`config.mk`:
```
export PLATFORM = sky130hd
export DESIGN_NAME = ads_touch_scan
export DESIGN_NICKNAME = d
export VERILOG_FILES = /design/src/rtl/ads_touch_scan.sv
export SDC_FILE = /design/constraint.sdc
export NUM_CORES = 1
export LEC_CHECK = 0
export ABC_AREA = 1
export BUFFER_PORTS_ARGS = -buffer_cell sky130_fd_sc_hd__buf_2
export CELL_PAD_IN_SITES_DETAIL_PLACEMENT = 1
export CELL_PAD_IN_SITES_GLOBAL_PLACEMENT = 1
export CORE_MARGIN = 3
export CORE_UTILIZATION = 44
export DETAILED_ROUTE_END_ITERATION = 8
export HOLD_SLACK_MARGIN = 0.08
export PLACE_DENSITY_LB_ADDON = 0.1
export SLEW_MARGIN = 20
export SYNTH_ARGS = -nofsm -noshare
export SYNTH_HDL_FRONTEND = slang
export SYNTH_SLANG_ARGS = --single-unit
```
`constraint.sdc`:
```
create_clock -name clk -period 3.05 [get_ports clk]
set_clock_uncertainty 0.2 [all_clocks]
set_input_delay 0.61 -clock clk [delete_from_list [all_inputs] [get_ports clk]]
set_output_delay 0.61 -clock clk [all_outputs]
set_load 0.01 [all_outputs]
```
`src/rtl/ads_touch_scan.sv`:
```
// SPI master for the ADS7843 touch controller: runs an X+Y 12-bit conversion pair and
// exposes results, status and a scan counter on a small Avalon-MM register slave.
module ads_touch_scan #(
  parameter int unsigned CLK_DIV = 25
) (
  input  logic        clk,
  input  logic        reset,
  input  logic [1:0]  address,
  input  logic        read,
  input  logic        write,
  input  logic [31:0] writedata,
  output logic [31:0] readdata,
  output logic        ads_cs_n,
  output logic        ads_dclk,
  output logic        ads_din,
  input  logic        ads_dout,
  input  logic        ads_penirq_n
);

  localparam int unsigned DivW = $clog2(CLK_DIV);

  typedef enum logic [2:0] {StIdle, StSetup, StConvX, StConvY, StHold} state_e;

  state_e          state_q, state_d;
  logic [DivW-1:0] div_q, div_d;
  logic [5:0]      half_q, half_d;
  logic [23:0]     shift_q, shift_d;
  logic [11:0]     x_tmp_q, x_q, y_q;
  logic [15:0]     count_q;
  logic            valid_q, overrun_q, auto_q;
  logic            dout_meta, dout_sync, pen_meta, pen_sync;
  logic            tick, sample, x_end, done, busy, pen_down;
  logic            start_req, wr0, rd0, rd1;
  logic            conv_d, cs_n_d, dclk_d, din_d;
  logic [7:0]      cmd_d;
  logic [2:0]      bit_idx;
  logic [31:0]     rdata_d;
  logic            unused_wdata;

  assign unused_wdata = ^writedata[31:2];

  assign pen_down  = ~pen_sync;
  assign busy      = (state_q != StIdle);
  assign tick      = (div_q == DivW'(CLK_DIV - 1));
  assign wr0       = write && (address == 2'd0);
  assign rd0       = read && (address == 2'd0);
  assign rd1       = read && (address == 2'd1);
  assign start_req = wr0 && writedata[0];
  // Sample on the last clk of each DCLK high phase (odd half-periods).
  assign sample    = ((state_q == StConvX) || (state_q == StConvY)) && half_q[0] && tick;
  assign shift_d   = sample ? {shift_q[22:0], dout_sync} : shift_q;

  always_comb begin
    state_d = state_q;
    div_d   = div_q;
    half_d  = half_q;
    x_end   = 1'b0;
    done    = 1'b0;
    if (state_q != StIdle) begin
      div_d = tick ? '0 : div_q + 1'b1;
    end
    unique case (state_q)
      StIdle: begin
        if (start_req || (auto_q && pen_down)) begin
          state_d = StSetup;
          div_d   = '0;
        end
      end
      StSetup: begin
        if (tick) begin
          state_d = StConvX;
          half_d  = '0;
        end
      end
      StConvX: begin
        if (tick) begin
          if (half_q == 6'd47) begin
            state_d = StConvY;
            half_d  = '0;
            x_end   = 1'b1;
          end else begin
            half_d = half_q + 6'd1;
          end
        end
      end
      StConvY: begin
        if (tick) begin
          if (half_q == 6'd47) begin
            state_d = StHold;
            half_d  = '0;
          end else begin
            half_d = half_q + 6'd1;
          end
        end
      end
      StHold: begin
        if (tick) begin
          state_d = StIdle;
          done    = 1'b1;
        end
      end
      default: state_d = StIdle;
    endcase
  end

  // Pin outputs are registered from next-state so DCLK/DIN/CS never glitch.
  always_comb begin
    conv_d  = (state_d == StConvX) || (state_d == StConvY);
    cmd_d   = (state_d == StConvX) ? 8'hD0 : 8'h90;
    bit_idx = ~half_d[3:1];
    cs_n_d  = (state_d == StIdle);
    dclk_d  = conv_d && half_d[0];
    din_d   = conv_d && (half_d[5:4] == 2'b00) && cmd_d[bit_idx];
  end

  always_comb begin
    rdata_d = '0;
    unique case (address)
      2'd0:    rdata_d = {27'b0, auto_q, overrun_q, pen_down, valid_q, busy};
      2'd1:    rdata_d = {valid_q, 3'b0, y_q, 4'b0, x_q};
      2'd2:    rdata_d = {16'b0, count_q};
      default: rdata_d = '0;
    endcase
  end

  always_ff @(posedge clk) begin
    if (reset) begin
      dout_meta <= 1'b0;
      dout_sync <= 1'b0;
      pen_meta  <= 1'b1;
      pen_sync  <= 1'b1;
    end else begin
      dout_meta <= ads_dout;
      dout_sync <= dout_meta;
      pen_meta  <= ads_penirq_n;
      pen_sync  <= pen_meta;
    end
  end

  always_ff @(posedge clk) begin
    if (reset) begin
      state_q   <= StIdle;
      div_q     <= '0;
      half_q    <= '0;
      shift_q   <= '0;
      x_tmp_q   <= '0;
      x_q       <= '0;
      y_q       <= '0;
      count_q   <= '0;
      valid_q   <= 1'b0;
      overrun_q <= 1'b0;
      auto_q    <= 1'b0;
      ads_cs_n  <= 1'b1;
      ads_dclk  <= 1'b0;
      ads_din   <= 1'b0;
      readdata  <= '0;
    end else begin
      state_q  <= state_d;
      div_q    <= div_d;
      half_q   <= half_d;
      shift_q  <= shift_d;
      ads_cs_n <= cs_n_d;
      ads_dclk <= dclk_d;
      ads_din  <= din_d;
      readdata <= rdata_d;
      if (x_end) begin
        x_tmp_q <= shift_d[14:3];
      end
      if (wr0) begin
        auto_q <= writedata[1];
      end
      // Completion takes priority over clear-on-read.
      if (done) begin
        x_q       <= x_tmp_q;
        y_q       <= shift_q[14:3];
        valid_q   <= 1'b1;
        overrun_q <= overrun_q | valid_q;
        count_q   <= count_q + 16'd1;
      end else if (rd1) begin
        valid_q   <= 1'b0;
        overrun_q <= 1'b0;
      end else if (rd0) begin
        overrun_q <= 1'b0;
      end
    end
  end

endmodule

```
* Word-level counts from Yosys, hierarchy flattened
Index checks and enable logic that the tools add are counted.
** Operators by class
- Equality and inequality tests :: 10
- Bitwise operators :: 3
- Magnitude comparators :: 1
- Reduce and logical (&&, ||, !) cells :: 21
- Add/sub/neg operators :: 3
- Muxes and demuxes :: 31
** Operators with widths (number)
- $pmux W32 S3 :: 1
- $mux W3 :: 7
- $mux W5 :: 4
- $mux W6 :: 3
- $add A16 B1 Y16 const B :: 1
- $mux W15 :: 1
- $pmux W3 S5 :: 1
- $eq A3 B2 Y1 const B :: 4
- $pmux W6 S2 :: 1
- $mux W1 :: 11
- $logic_and A1 B1 Y1 :: 10
- $mux W7 :: 1
- $add A6 B1 Y6 const B :: 1
- $eq A6 B6 Y1 const B :: 1
- $logic_not A3 Y1 :: 2
- $reduce_bool A3 Y1 :: 2
- $add A5 B1 Y5 const B :: 1
- $eq A5 B5 Y1 const B :: 1
- $logic_not A2 Y1 :: 2
- $lt A3 B4 Y1 const B :: 1
- $bmux W1 S3 :: 1
- $eq A3 B1 Y1 const B :: 1
- $eq A3 B3 Y1 const B :: 1
- $logic_or A1 B1 Y1 :: 3
- 7 further kinds :: 7
** Word-level totals
- Input bits :: 40
- Output and inout port bits :: 35
- Register bits :: 123
- Word-level logic and storage cells :: 89

* Depth between registers and ports, before layout
- Depth in word-level cells :: 11
- Gate-level depth with buffers :: 13
- Gate-level depth less buffers :: 12

* Least setup slack after synthesis
Ideal clock, no wire load.
- Kind :: input -> register
- Start :: in reset
- End :: reg x_tmp_q[10]
- Buffers on the path :: 3
- Data required time :: 2.780 ns
- Slack :: 1.282 ns
- Setup time :: 0.070 ns
- Arrival time :: 1.498 ns
- Stages :: 6
- Cell sequence :: clkbuf_1 inv_1 clkbuf_1 clkbuf_1 o21ai_0 a21oi_1
** RTL lines
- from (decl) :: RTL line 7 : input logic reset,
- to (signal assigned) :: RTL line 167 : x_tmp_q <= shift_d[14:3];
- to (decl) :: RTL line 28 : logic [11:0] x_tmp_q, x_q, y_q;

* Worst setup path in the final report
- Start :: reg half_q[0]
- End :: reg x_tmp_q[0]
** On the way
- Longest elaborated chain between the ends :: 4
- Elaborated cells on any way between the ends :: 7
- Classes of those cells :: eq/ne (1); mux (4); reduce/logical (2)
** RTL lines
- from (decl) :: RTL line 26 : logic [5:0] half_q, half_d;
- from (signal assigned) :: RTL line 160 : half_q <= half_d;
- $eq A6 B6 Y1 :: RTL line 77 : if (half_q == 6'd47) begin
- $mux W1 :: RTL line 77
- $mux W1 :: RTL line 76 : if (tick) begin
- $mux W1 :: RTL line 62 : unique case (state_q)
Parallel ways exist; a longest one is shown, timed or not.
A chain may end at the register's enable or synchronous reset.

==> out/qor.tcl <==
set qor(die_w_um) 110
set qor(detail_route.wirelength.met1_um) 5140
set qor(drt-pass1-iter-count) 4
set qor(place_ws_ns) 0.702
set qor(power_per_cell_area_nw_per_um2) 624
set qor(critical_path.cell_chain) {ha_1 -> nand3_1 -> nor2_1 -> nand3_1 -> inv_1 -> o21ai_0 -> a21oi_1}
set qor(area_growth_pct) 17.3
set qor(placement_rows) 37
set qor(ctsLongestPathBuffers) 2
set qor(worstHoldPathType) {in -> reg}
set qor(cts_tree) {done}
set qor(critical_path.slowest_cell) {sky130_fd_sc_hd__inv_1}
set qor(ctsRootBufferMaster) {sky130_fd_sc_hd__clkbuf_8}
set qor(synthesis.yosys.warnings) 0
set qor(detail-route-antenna-nets) 0
set qor(worstSkewPairLatency_ns) 0.52
set qor(setup.worst_path.start_class) {flip-flop}
set qor(io-pin-count) 75
set qor(floorplan.die_area_um2) 12000
set qor(fillCellCount) 1313
set qor(status) {finished, final reports clean}
set qor(post-synth-top-area-cell) {sky130_fd_sc_hd__dfxtp_1}
set qor(top_layer) {met4}
set qor(total_leakage_power_nw) 2.37
set qor(route.met2.wl_um) 5970
set qor(post-cts-setup-buffer-count) 0
set qor(placement.io_buffers) 41
set qor(setup_viol) 0
set qor(global_route.usage.total_pct) 21.3
set qor(post-route-util_pct) 53.5
set qor(gpl.final_weighted_congestion) 0.859
set qor(number_of_global_route_vias_before_repair) 4159
set qor(peakVddDrop_mv) 0.436
set qor(die-height_um) 110
set qor(clock_buffers_created_by_tritoncts) 17
set qor(timing.final.hold_violations) 0
set qor(routed-via-count) 4044
set qor(cp_num_buf_inv) 1
set qor(fmax_mhz) 423
set qor(report.final.slew_viol_count) 0
set qor(synth_sequential_area_ratio_pct) 50.8
set qor(ys_seq_elements) 120
set qor(routed-wl-met3_um) 360
set qor(crit_family) {simple AND/OR/NAND/NOR gates}
set qor(route.detailed.drc) 0
set qor(cpMostUsedCell) {sky130_fd_sc_hd__nand3_1}
set qor(stdcell_area_um2) 5550
set qor(cts.sink_count) 120
set qor(rsz0062_at_grt) {no}
set qor(worst-endpoint-required_ns) 3.29
set qor(synth.distinct_cells) 36
set qor(synth_area_leaders) {sky130_fd_sc_hd__dfxtp_1, sky130_fd_sc_hd__nand2_1, sky130_fd_sc_hd__nor2_1}
set qor(syn_avg_cell_area_um2) 7.64
set qor(period_share_pct) 77.5
set qor(first_pass_grt_wire_length_um) 19800
set qor(final_layout_size_suffix_gt1_share_pct) 12.7
set qor(dpl_cell_area_um2) 5020
set qor(critical_path_class) {reg -> reg}
set qor(fp.coreArea_um2) 10400
set qor(fin_tns_setup_ns) 0
set qor(clock_pin_slew_reported_for_the_worst_setup_and_hold_paths_after_clock_tree_synthesis_ns) 0.05
set qor(cts_hold_repair.buffers) 1
set qor(ctsResizeCount) 0
set qor(period_minus_slack_ns) 2.36
set qor(layout.nets) 702
set qor(cp_max_fo) 24
set qor(per_cell_via_count_in_the_routed_design) 5.02
set qor(slew-limit-headroom_pct) 55.3
set qor(area.sequential_um2) 2400
set qor(element_type_at_the_critical_path_end) {flip-flop}
set qor(grt_start_max_net_pins) 61
set qor(dp.final_hpwl_um) 7870
set qor(synthCells) 619
set qor(floorplan.initialDensity_pct) 45.6
set qor(drt_wl_total_um) 11600
set qor(post_synth_top_area_share_pct) 50.8
set qor(worst_slack_ns) 0.687
set qor(max_cap_violations) 0
set qor(worst_tran_pin_value_ns) 0.671
set qor(multi_input_area_um2) 1890
set qor(antenna_cells) 0
set qor(antenna_found_initial) 0
set qor(wl_per_cell_um) 14.4
set qor(critical_path.max_stage_delay_ns) 0.50
set qor(globalRoute.totalOverflow) 0
set qor(total_power_mw) 3.46
set qor(initialDrtViolationCount) 179
set qor(netlist_area_um2) 4730
set qor(clock_tree.htree_level_count) 4
set qor(cp.arrival_ns) 2.60
tightest hold or removal path: cells and delay by family:
| kind | cells | cell delay (ns) |
|---|---|---|
| buf+inv | 2 | 0.13 |
| simple gates | 1 | 0.03 |
layout make-up:
| type | instances | share of cell area (%) |
|---|---|---|
| flip-flops and latches | 120 | 43.3 |
| multi-input cells | 392 | 34.1 |
| clock buffers | 26 | 8.44 |
| inverters | 79 | 5.35 |
| repair buffers | 48 | 4.92 |
| well taps | 136 | 3.07 |
| clock inverters | 4 | 0.812 |
flip-flops by register name, indices dropped and copies added (netlist names), 3 cells and up:
| signal | cells |
|---|---|
| count_q | 16 |
| div_q | 5 |
| half_q | 6 |
| readdata | 29 |
| shift_q | 15 |
| state_q | 3 |
| x_q | 12 |
| x_tmp_q | 12 |
| y_q | 12 |
path summary, 6_finish.rpt:
check             slack [ns]       from          to  depth (start not counted)
setup reg to reg        0.69  half_q[0]  x_tmp_q[0]                          7
hold / removal          0.10   ads_dout   dout_meta                          3
setup / recovery        0.69  half_q[0]  x_tmp_q[0]                          7
hold reg to reg         0.20  dout_meta   dout_sync                          2
cell usage in the layout, fill, tap and decap left out, types with 3 or more instances in the layout:
| master | n |
|---|---|
| sky130_fd_sc_hd__buf_4 | 5 |
| sky130_fd_sc_hd__nand4_1 | 9 |
| sky130_fd_sc_hd__clkbuf_8 | 3 |
| sky130_fd_sc_hd__o221ai_1 | 3 |
| sky130_fd_sc_hd__conb_1 | 3 |
| sky130_fd_sc_hd__clkbuf_16 | 16 |
| sky130_fd_sc_hd__clkinv_2 | 3 |
| sky130_fd_sc_hd__nor3_1 | 27 |
| sky130_fd_sc_hd__buf_2 | 41 |
| sky130_fd_sc_hd__inv_2 | 3 |
| sky130_fd_sc_hd__xor2_1 | 6 |
| sky130_fd_sc_hd__clkbuf_1 | 7 |
| sky130_fd_sc_hd__o21ai_0 | 63 |
| sky130_fd_sc_hd__nor2_1 | 85 |
| sky130_fd_sc_hd__a21oi_1 | 47 |
| sky130_fd_sc_hd__nand2_2 | 3 |
| sky130_fd_sc_hd__inv_1 | 76 |
| sky130_fd_sc_hd__nand2_1 | 100 |
| sky130_fd_sc_hd__ha_1 | 4 |
| sky130_fd_sc_hd__dfxtp_1 | 120 |
| sky130_fd_sc_hd__nand3_1 | 20 |
metrics by stage:
step	hold slack (ns)	instances
3_3_place_gp	0.191	774
6_report	0.103	805
3_5_place_dp	0.208	774
2_1_floorplan	0.188	621
4_1_cts	0.0896	805
5_1_grt	0.104	805
where the power goes:
| group | switching [mW] | leakage, nW | internal [mW] |
|---|---|---|---|
| Clock | 0.643 | 0.253 | 1.11 |
| Combinational | 0.0860 | 1.14 | 0.0351 |
| Sequential | 0.00626 | 0.968 | 1.58 |
logic make-up after synthesis:
logic type                 after synthesis  share of synthesized area, %
adders and majority gates                4                          1.06
muxes                                    2                         0.423
DFF                                    120                          50.8
other                                    1                        0.0793
buffers and inverters                  109                          9.34
and+or+nand+nor                        254                          23.4
AOI/OAI and AO/OA                      123                          13.8
xor gates and xnor gates                 6                          1.11
synthesized netlist by cell type (all sizes together):
cell and n:
nand3 21, buf 11, a211oi 1, nand2 103, clkbuf 19, inv 79, or2 3, nor3b 2
mux2i 2, a21oi 48, a21boi 1, conb 1, a221oi 2, xor2 6, a21o 1, nor3 28
o21ai 65, dfxtp 120, ha 4, o221ai 3, nor2 87, nand4 10, o211ai 2
routing by layer:
layer / vias up / GRT usage, %
met1: 1913 / 24.6
met5: - / 0
met2: 54 / 37.5
met4: 0 / 6.77
li1: 2062 / -
met3: 15 / 6.34
Power figures use the tool's default switching activity.
